`src/rtl/j1_io_timer.sv`:
```
// J1 IO-mapped down-counting timer with prescaler, sticky status and one-shot interrupt.
// Optional J1_TIMER_CAPTURE_EN adds a 32-bit free-running cycle counter with split-read capture.
module j1_io_timer #(
  parameter logic [15:0] BASE     = 16'h4000,
  parameter logic [15:0] ID_VALUE = 16'h4A31
) (
  input  logic        sys_clk_i,
  input  logic        sys_rst_i,
  input  logic        io_rd,
  input  logic        io_wr,
  input  logic [15:0] io_addr,
  input  logic [15:0] io_dout,
  output logic [15:0] io_din,
  output logic        int_req
);

  logic        en, reload, ien;
  logic [15:0] load_r, count_r, presc_r, psc;
  logic        pend, ovf;
  logic        pend_nxt, ovf_nxt;
  logic [15:0] cap_lo, cap_hi;

  logic       sel;
  logic [2:0] idx;
  logic       wr_ctrl, wr_load, wr_count, wr_status, wr_presc;
  logic       tick, expire;

  assign sel       = (io_addr[15:4] == BASE[15:4]);
  assign idx       = io_addr[3:1];
  assign wr_ctrl   = io_wr & sel & (idx == 3'd0);
  assign wr_load   = io_wr & sel & (idx == 3'd1);
  assign wr_count  = io_wr & sel & (idx == 3'd2);
  assign wr_status = io_wr & sel & (idx == 3'd3);
  assign wr_presc  = io_wr & sel & (idx == 3'd4);

  assign tick   = en & (psc == presc_r);
  // A software COUNT write suppresses both the decrement and the expiry.
  assign expire = tick & (count_r == '0) & ~wr_count;

  // Expiry wins over a same-cycle write-1-to-clear.
  assign pend_nxt = expire | (pend & ~(wr_status & io_dout[0]));
  assign ovf_nxt  = (expire & pend) | (ovf & ~(wr_status & io_dout[1]));

  always_ff @(posedge sys_clk_i) begin
    if (sys_rst_i) begin
      en      <= 1'b0;
      reload  <= 1'b0;
      ien     <= 1'b0;
      load_r  <= '0;
      count_r <= '0;
      presc_r <= '0;
      psc     <= '0;
      pend    <= 1'b0;
      ovf     <= 1'b0;
      int_req <= 1'b0;
    end else begin
      if (wr_ctrl || wr_count || wr_presc || tick)
        psc <= '0;
      else if (en)
        psc <= psc + 16'd1;

      if (wr_ctrl)
        {ien, reload, en} <= io_dout[2:0];
      else if (expire && !reload)
        en <= 1'b0;

      if (wr_load)
        load_r <= io_dout;
      if (wr_presc)
        presc_r <= io_dout;

      if (wr_count)
        count_r <= io_dout;
      else if (tick) begin
        if (count_r != '0)
          count_r <= count_r - 16'd1;
        else if (reload)
          count_r <= load_r;
      end

      pend    <= pend_nxt;
      ovf     <= ovf_nxt;
      int_req <= pend_nxt & ~pend & ien;
    end
  end

`ifdef J1_TIMER_CAPTURE_EN
  logic [31:0] cyc_cnt;
  logic [15:0] caph;

  always_ff @(posedge sys_clk_i) begin
    if (sys_rst_i) begin
      cyc_cnt <= '0;
      caph    <= '0;
    end else begin
      cyc_cnt <= cyc_cnt + 32'd1;
      if (io_rd && !io_wr && sel && (idx == 3'd6))
        caph <= cyc_cnt[31:16];
    end
  end

  assign cap_lo = cyc_cnt[15:0];
  assign cap_hi = caph;
`else
  assign cap_lo = '0;
  assign cap_hi = '0;
`endif

  logic unused_ok;
  assign unused_ok = ^{io_addr[0], io_rd};

  always_comb begin
    io_din = '0;
    if (sel) begin
      case (idx)
        3'd0:    io_din = {13'd0, ien, reload, en};
        3'd1:    io_din = load_r;
        3'd2:    io_din = count_r;
        3'd3:    io_din = {14'd0, ovf, pend};
        3'd4:    io_din = presc_r;
        3'd5:    io_din = ID_VALUE;
        3'd6:    io_din = cap_lo;
        default: io_din = cap_hi;
      endcase
    end
  end

endmodule

```
`config.mk`:
```
export PLATFORM = sky130hd
export DESIGN_NAME = j1_io_timer
export DESIGN_NICKNAME = d
export VERILOG_FILES = /design/src/rtl/j1_io_timer.sv
export SDC_FILE = /design/constraint.sdc
export NUM_CORES = 1
export LEC_CHECK = 0
export CAP_MARGIN = 10
export CORE_ASPECT_RATIO = 1.5
export CORE_UTILIZATION = 41
export CTS_CLUSTER_SIZE = 30
export DETAILED_ROUTE_END_ITERATION = 8
export DONT_BUFFER_PORTS = 1
export GPL_TIMING_DRIVEN = 0
export PLACE_DENSITY = 0.55
export SLEW_MARGIN = 20
export SYNTH_ARGS = -nofsm -noshare
export SYNTH_HDL_FRONTEND = slang
export SYNTH_SLANG_ARGS = --single-unit
```
`constraint.sdc`:
```
create_clock -name sys_clk_i -period 2.5 [get_ports sys_clk_i]
set_input_delay 0.25 -clock sys_clk_i [delete_from_list [all_inputs] [get_ports sys_clk_i]]
set_output_delay 0.25 -clock sys_clk_i [all_outputs]
set_load 0.02 [all_outputs]
```
# --- Word level (Yosys, flattened, before mapping) ---
# Cells that the tools add are included.
op_classes:
  n_addsub: 2
  mux: 8
  bitwise: 22
  eq_ne: 7
  n_reduce_logical: 13
op_table:
  columns: ["op", "count"]
  rows:
  - ["$pmux W16 S6", 1]
  - ["$mux W16", 5]
  - ["$add A16 B1 Y16 const B", 1]
  - ["$and A1 B1 Y1", 16]
  - ["$eq A16 B16 Y1", 1]
  - ["$logic_not A16 Y1", 1]
  - ["$reduce_bool A16 Y1", 1]
  - ["$sub A16 B1 Y16 const B", 1]
  - ["$eq A12 B11 Y1 const B", 1]
  - ["$eq A3 B2 Y1 const B", 2]
  - ["$eq A3 B3 Y1 const B", 2]
  - ["$not A1 Y1", 4]
  - ["$reduce_bool A2 Y1", 2]
  - ["$eq A3 B1 Y1 const B", 1]
  - ["$logic_not A3 Y1", 1]
  - ["$logic_or A1 B1 Y1", 3]
  - ["$reduce_bool A3 Y1", 1]
  - ["$mux W1", 2]
  - ["$or A1 B1 Y1", 2]
  - ["$reduce_and A2 Y1", 1]
  - ["$reduce_or A2 Y1", 1]
  - ["$logic_and A1 B1 Y1", 1]
  - ["$logic_not A1 Y1", 1]
totals:
  ff_bits: 70
  in_bits: 36
  output_inout_bits: 17

# --- Logic depth before layout (Yosys ltp) ---
# Gate-level depths: netlist of the first run.
depth:
  depth_word: 9
  ltp_mapped: 9

# --- Worst setup path before layout of the first run ---
# No wires, ideal clock.
synth_timing:
  kind: "register to register"
  from: "reg psc[1]"
  to: "reg en"
  synth_period_minus_slack_ps: 2443
  setup_slack_ps: 57
  setup_ps: 126
  path_stages_with_launch: 7
  t_arrival_ps: 2317
  path_cell_list: "dfxtp_1 > xor2_1 > or4_1 > or4_4 > or4_1 > o2111ai_1 > o31ai_1"
synth_via:
  elab_chain_cells: 6
synth_lines:
  columns: ["element", "line_no", "source"]
  rows:
  - ["start: declaration", "18", "logic [15:0] load_r, count_r, presc_r, psc;"]
  - ["start signal: assignment", "60", "psc <= psc + 16'd1;"]
  - ["$eq A16 B16 Y1", "36", "assign tick = en & (psc == presc_r);"]
  - ["$and A1 B1 Y1", "36", null]
  - ["$and A1 B1 Y1 (2 in a row)", "38", "assign expire = tick & (count_r == '0) & ~wr_count;"]
  - ["$logic_and A1 B1 Y1", "64", "else if (expire && !reload)"]
  - ["$reduce_bool A2 Y1 (no line)", null, null]
  - ["end signal: assignment", "63", "{ien, reload, en} <= io_dout[2:0];"]
  - ["end: declaration", "17", "logic en, reload, ien;"]
# Every way passes these cells.
# A chain may end at the register's enable or synchronous reset.

# --- Worst setup path in the final report of the first run ---
# Same ends and word-level chain as after synthesis.

==> impl_metrics.env, run 1 <==
export IMPL_p_clk_share_pct=52.1
export IMPL_hp_start="io_dout[7]"
export IMPL_die_area_um2=10400
export IMPL_synth_cells=547
export IMPL_power_leakage_nw=1.74
export IMPL_final_max_slew_viol_count=0
export IMPL_finalHoldViolations=0
export IMPL_drt_iter0_markers=318
export IMPL_met3WireLength_um=732
export IMPL_drive_gt1_share_pct=8.79
export IMPL_synth_compound_area_share_pct=18.4
export IMPL_io_buffers=0
export IMPL_ys_warn_count=0
export IMPL_status="completed"
export IMPL_worstHoldEndpoint="presc_r[7]$_SDFFE_PP0P_"
export IMPL_skew_ns=0.00911
export IMPL_clk_path_buf_depth=2
export IMPL_p_total_mw=2.51
export IMPL_power_density_nw_per_um2=540
export IMPL_ant_nets=0
export IMPL_grt_start_max_net_pins=14
export IMPL_hold_depth=2
export IMPL_grt_pass1_wl_mm=20.9
export IMPL_ys_seq_elements=70
export IMPL_wl_per_cell_um=19.9
export IMPL_grt_pass1_vias=3739
export IMPL_cts_tree="done"
export IMPL_finalWeightedCongestion=0.958
export IMPL_critPathRequiredTime_ns=2.71
export IMPL_remaining_drc_errors=0
export IMPL_synth_ff_type="dfxtp_1"
export IMPL_htreeDepth=3
export IMPL_die_h_um=124
export IMPL_vias=4000
export IMPL_tightest_slew_ns=0.841
export IMPL_r2r_setup_slack_ns=0.007
export IMPL_synth_mux_area_share_pct=3.47
export IMPL_finalCritPeriodShare_pct=99.7
export IMPL_area_growth_pct=13.9
export IMPL_dp_cells=662
export IMPL_syn_area_um2=4080
export IMPL_fin_cells=684
export IMPL_synthAdderAreaFrac_pct=0.921
export IMPL_swShare_pct=23.8
export IMPL_met2_length_mm=6.87
export IMPL_synth_nets=586
export IMPL_rsz0062_at_grt="yes"
export IMPL_start_util_pct=42.1
export IMPL_setup_violations=0
export IMPL_p_comb_share_pct=3.4
export IMPL_antenna_found_initial=0
export IMPL_seqCellArea_um2=1410
export IMPL_finalSetupTns_ns=0
export IMPL_fillerInstances=1008
export IMPL_postSynthAreaPerCell_um2=7.45
export IMPL_first_pass_iters=5
export IMPL_cts_root_buffer="clkbuf_16"
export IMPL_num_rows=44
export IMPL_insertion_delay_ns=0.34
export IMPL_viasPerCell=5.85
export IMPL_rr_worst_depth=6
export IMPL_track_usage_pct=26.6
export IMPL_max_slew_margin_pct=43.5
export IMPL_synth_top_family_by_area="simple AND/OR/NAND/NOR gates"
export IMPL_coreArea_um2=9690
export IMPL_worstSetupEndpointType="flip-flop"
export IMPL_peakVddDrop_v=0.000365
export IMPL_path_max_fanout=5
export IMPL_wl_met1_mm=5.63
export IMPL_overflow=0
export IMPL_period_needed_ns=2.49
export IMPL_top_layer="met4"
export IMPL_fin_nets=603
export IMPL_synth_edff_count=0
export IMPL_wl_mm=13.6
export IMPL_diodes=0
export IMPL_cap_viol_max_count=0
export IMPL_multiInputGateArea_um2=2530
export IMPL_r2r_start="psc[1]$_SDFFE_PP0P_"
export IMPL_ys_seq_area_share_pct=34.4
export IMPL_cts_made_buffers=9
export IMPL_path_class="flip-flop to flip-flop"
export IMPL_ios=53
export IMPL_r2r_end="en$_SDFFE_PP0P_"
export IMPL_synth_simple_area_share_pct=28.9
export IMPL_switching_power_uw=597
export IMPL_synth_xor_area_share_pct=8.81
export IMPL_fmax_ghz=0.401
export IMPL_clock_sinks=70
export IMPL_startpoint_type="flip-flop"
export IMPL_die_width_um=83.4
export IMPL_dp_hpwl_mm=10.2
export IMPL_hp_class="input pin to flip-flop"
export IMPL_synth_cell_types=56
export IMPL_power_frac_seq_pct=44.5
export IMPL_cp_arrival_ns=2.70
export IMPL_ys_async_sr_fraction_pct=0
export IMPL_path_clk_slew_ns=0.06
export IMPL_final_common_cell="nand2_1"
export IMPL_p_int_mw=1.91
export IMPL_layout_common_cells="nand2_1 (97), nor2_1 (79), a21oi_1 (67)"
-- cell usage after synthesis, types with 3 or more instances --
master | instances | share of area [%]
nor3b_1 | 3 | 0.55
or4_1 | 4 | 0.74
nor2_1 | 79 | 7.3
o21ai_0 | 9 | 1.1
xnor2_1 | 11 | 2.4
mux2i_1 | 13 | 3.2
nand3_1 | 10 | 1.2
nor4_1 | 8 | 1.2
inv_1 | 9 | 0.83
nand2b_1 | 5 | 0.77
nor3_1 | 5 | 0.61
a211oi_1 | 8 | 1.5
a21oi_1 | 67 | 8.2
a22oi_1 | 9 | 1.7
o31ai_1 | 3 | 0.55
ha_1 | 3 | 0.92
dfxtp_1 | 70 | 34
clkbuf_1 | 32 | 2.9
o211ai_1 | 5 | 0.92
a31oi_1 | 6 | 0.92
nand4_1 | 9 | 1.4
nand2_1 | 97 | 8.9
and3_1 | 9 | 1.4
a311oi_1 | 4 | 0.86
xor2_1 | 30 | 6.4
-- worst max-delay path, stage by stage (launching register included) --
cell,delay [ns]
dfxtp_2,0.34
xor2_1,0.19
or4_1,0.52
or4_4,0.61
or4_1,0.42
o2111ai_1,0.18
o31ai_1,0.11
-- repair_timing --
item	4_1_cts	5_1_grt
hold buffers	0	0
buffers inserted	6	1
setup endpoints to repair	26	11
resized for setup	8	11
pin swaps	6	7
-- kinds of logic after synthesis --
logic type,Yosys count
simple gates,249
compound gates,124
flops,70
buf+inv,46
xor+xnor,41
mux,14
fa+ha+maj,3
-- per-layer routing --
metal | GRT usage [%] | vias to the layer above
li1 | - | 1946
met1 | 32.0 | 1884
met2 | 46.8 | 135
met3 | 4.57 | 35
met4 | 11.9 | 0
met5 | 0 | -
-- layout make-up --
cell class              instances  share of cell area, %
clock buffers                   9                   4.85
repair buffers                  7                   1.13
flip-flops and latches         70                   30.3
clock inverters                 7                   1.59
plain buffers                  36                   3.83
multi-input cells             431                   54.5
well taps                     115                   3.10
inverters                       9                  0.728
-- flip-flops by register name, summed over array words and instances (netlist names) --
register,cells
presc_r,16
load_r,16
int_req,1
psc,16
en,1
count_r,16
pend,1
ovf,1
ien,1
reload,1
-- metrics by stage --
| step | hold WS (ns) | cell area [um2] | setup WS [ns] | utilization, % |
|---|---|---|---|---|
| finish | 0.0453 | 4640 | 0.00743 | 47.9 |
| global route | 0.0450 | 4640 | -0.0619 | 47.9 |
| CTS | 0.0413 | 4590 | 0.00239 | 47.4 |
| floorplan | 0.386 | 4080 | 0.0572 | - |
| global placement | 0.392 | 4220 | -0.283 | 43.6 |
| detailed placement | 0.396 | 4220 | -0.284 | 43.6 |
-- worst max-delay path by stage --
stage / end / depth (start not counted) / start
global placement: count_r[13]$_SDFFE_PP0P_ / 8 / count_r[2]$_SDFFE_PP0P_
CTS: en$_SDFFE_PP0P_ / 6 / psc[10]$_SDFFE_PP0P_
global route: en$_SDFFE_PP0P_ / 6 / psc[1]$_SDFFE_PP0P_
floorplan: en$_SDFFE_PP0P_ / 6 / psc[1]$_SDFFE_PP0P_
detailed placement: count_r[13]$_SDFFE_PP0P_ / 8 / count_r[2]$_SDFFE_PP0P_
finish: en$_SDFFE_PP0P_ / 6 / psc[1]$_SDFFE_PP0P_
-- power by group through the flow --
stage / clock [mW] / sequential, mW / combinational, mW
2_1_floorplan: 0 / 1.14 / 0.0542
3_3_place_gp: 0 / 1.14 / 0.0806
3_5_place_dp: 0 / 1.14 / 0.0809
4_1_cts: 1.31 / 1.12 / 0.0828
5_1_grt: 1.35 / 1.11 / 0.0911
6_report: 1.31 / 1.12 / 0.0858
No activity file was read; power rests on OpenSTA's default activity.
==> run 2: changes to the inputs <==
ABC_CLOCK_PERIOD_IN_PS = 2500   (was default)
==> results of run 2 <==
No change in the layout: final DEF, timing and power equal those of run 1.
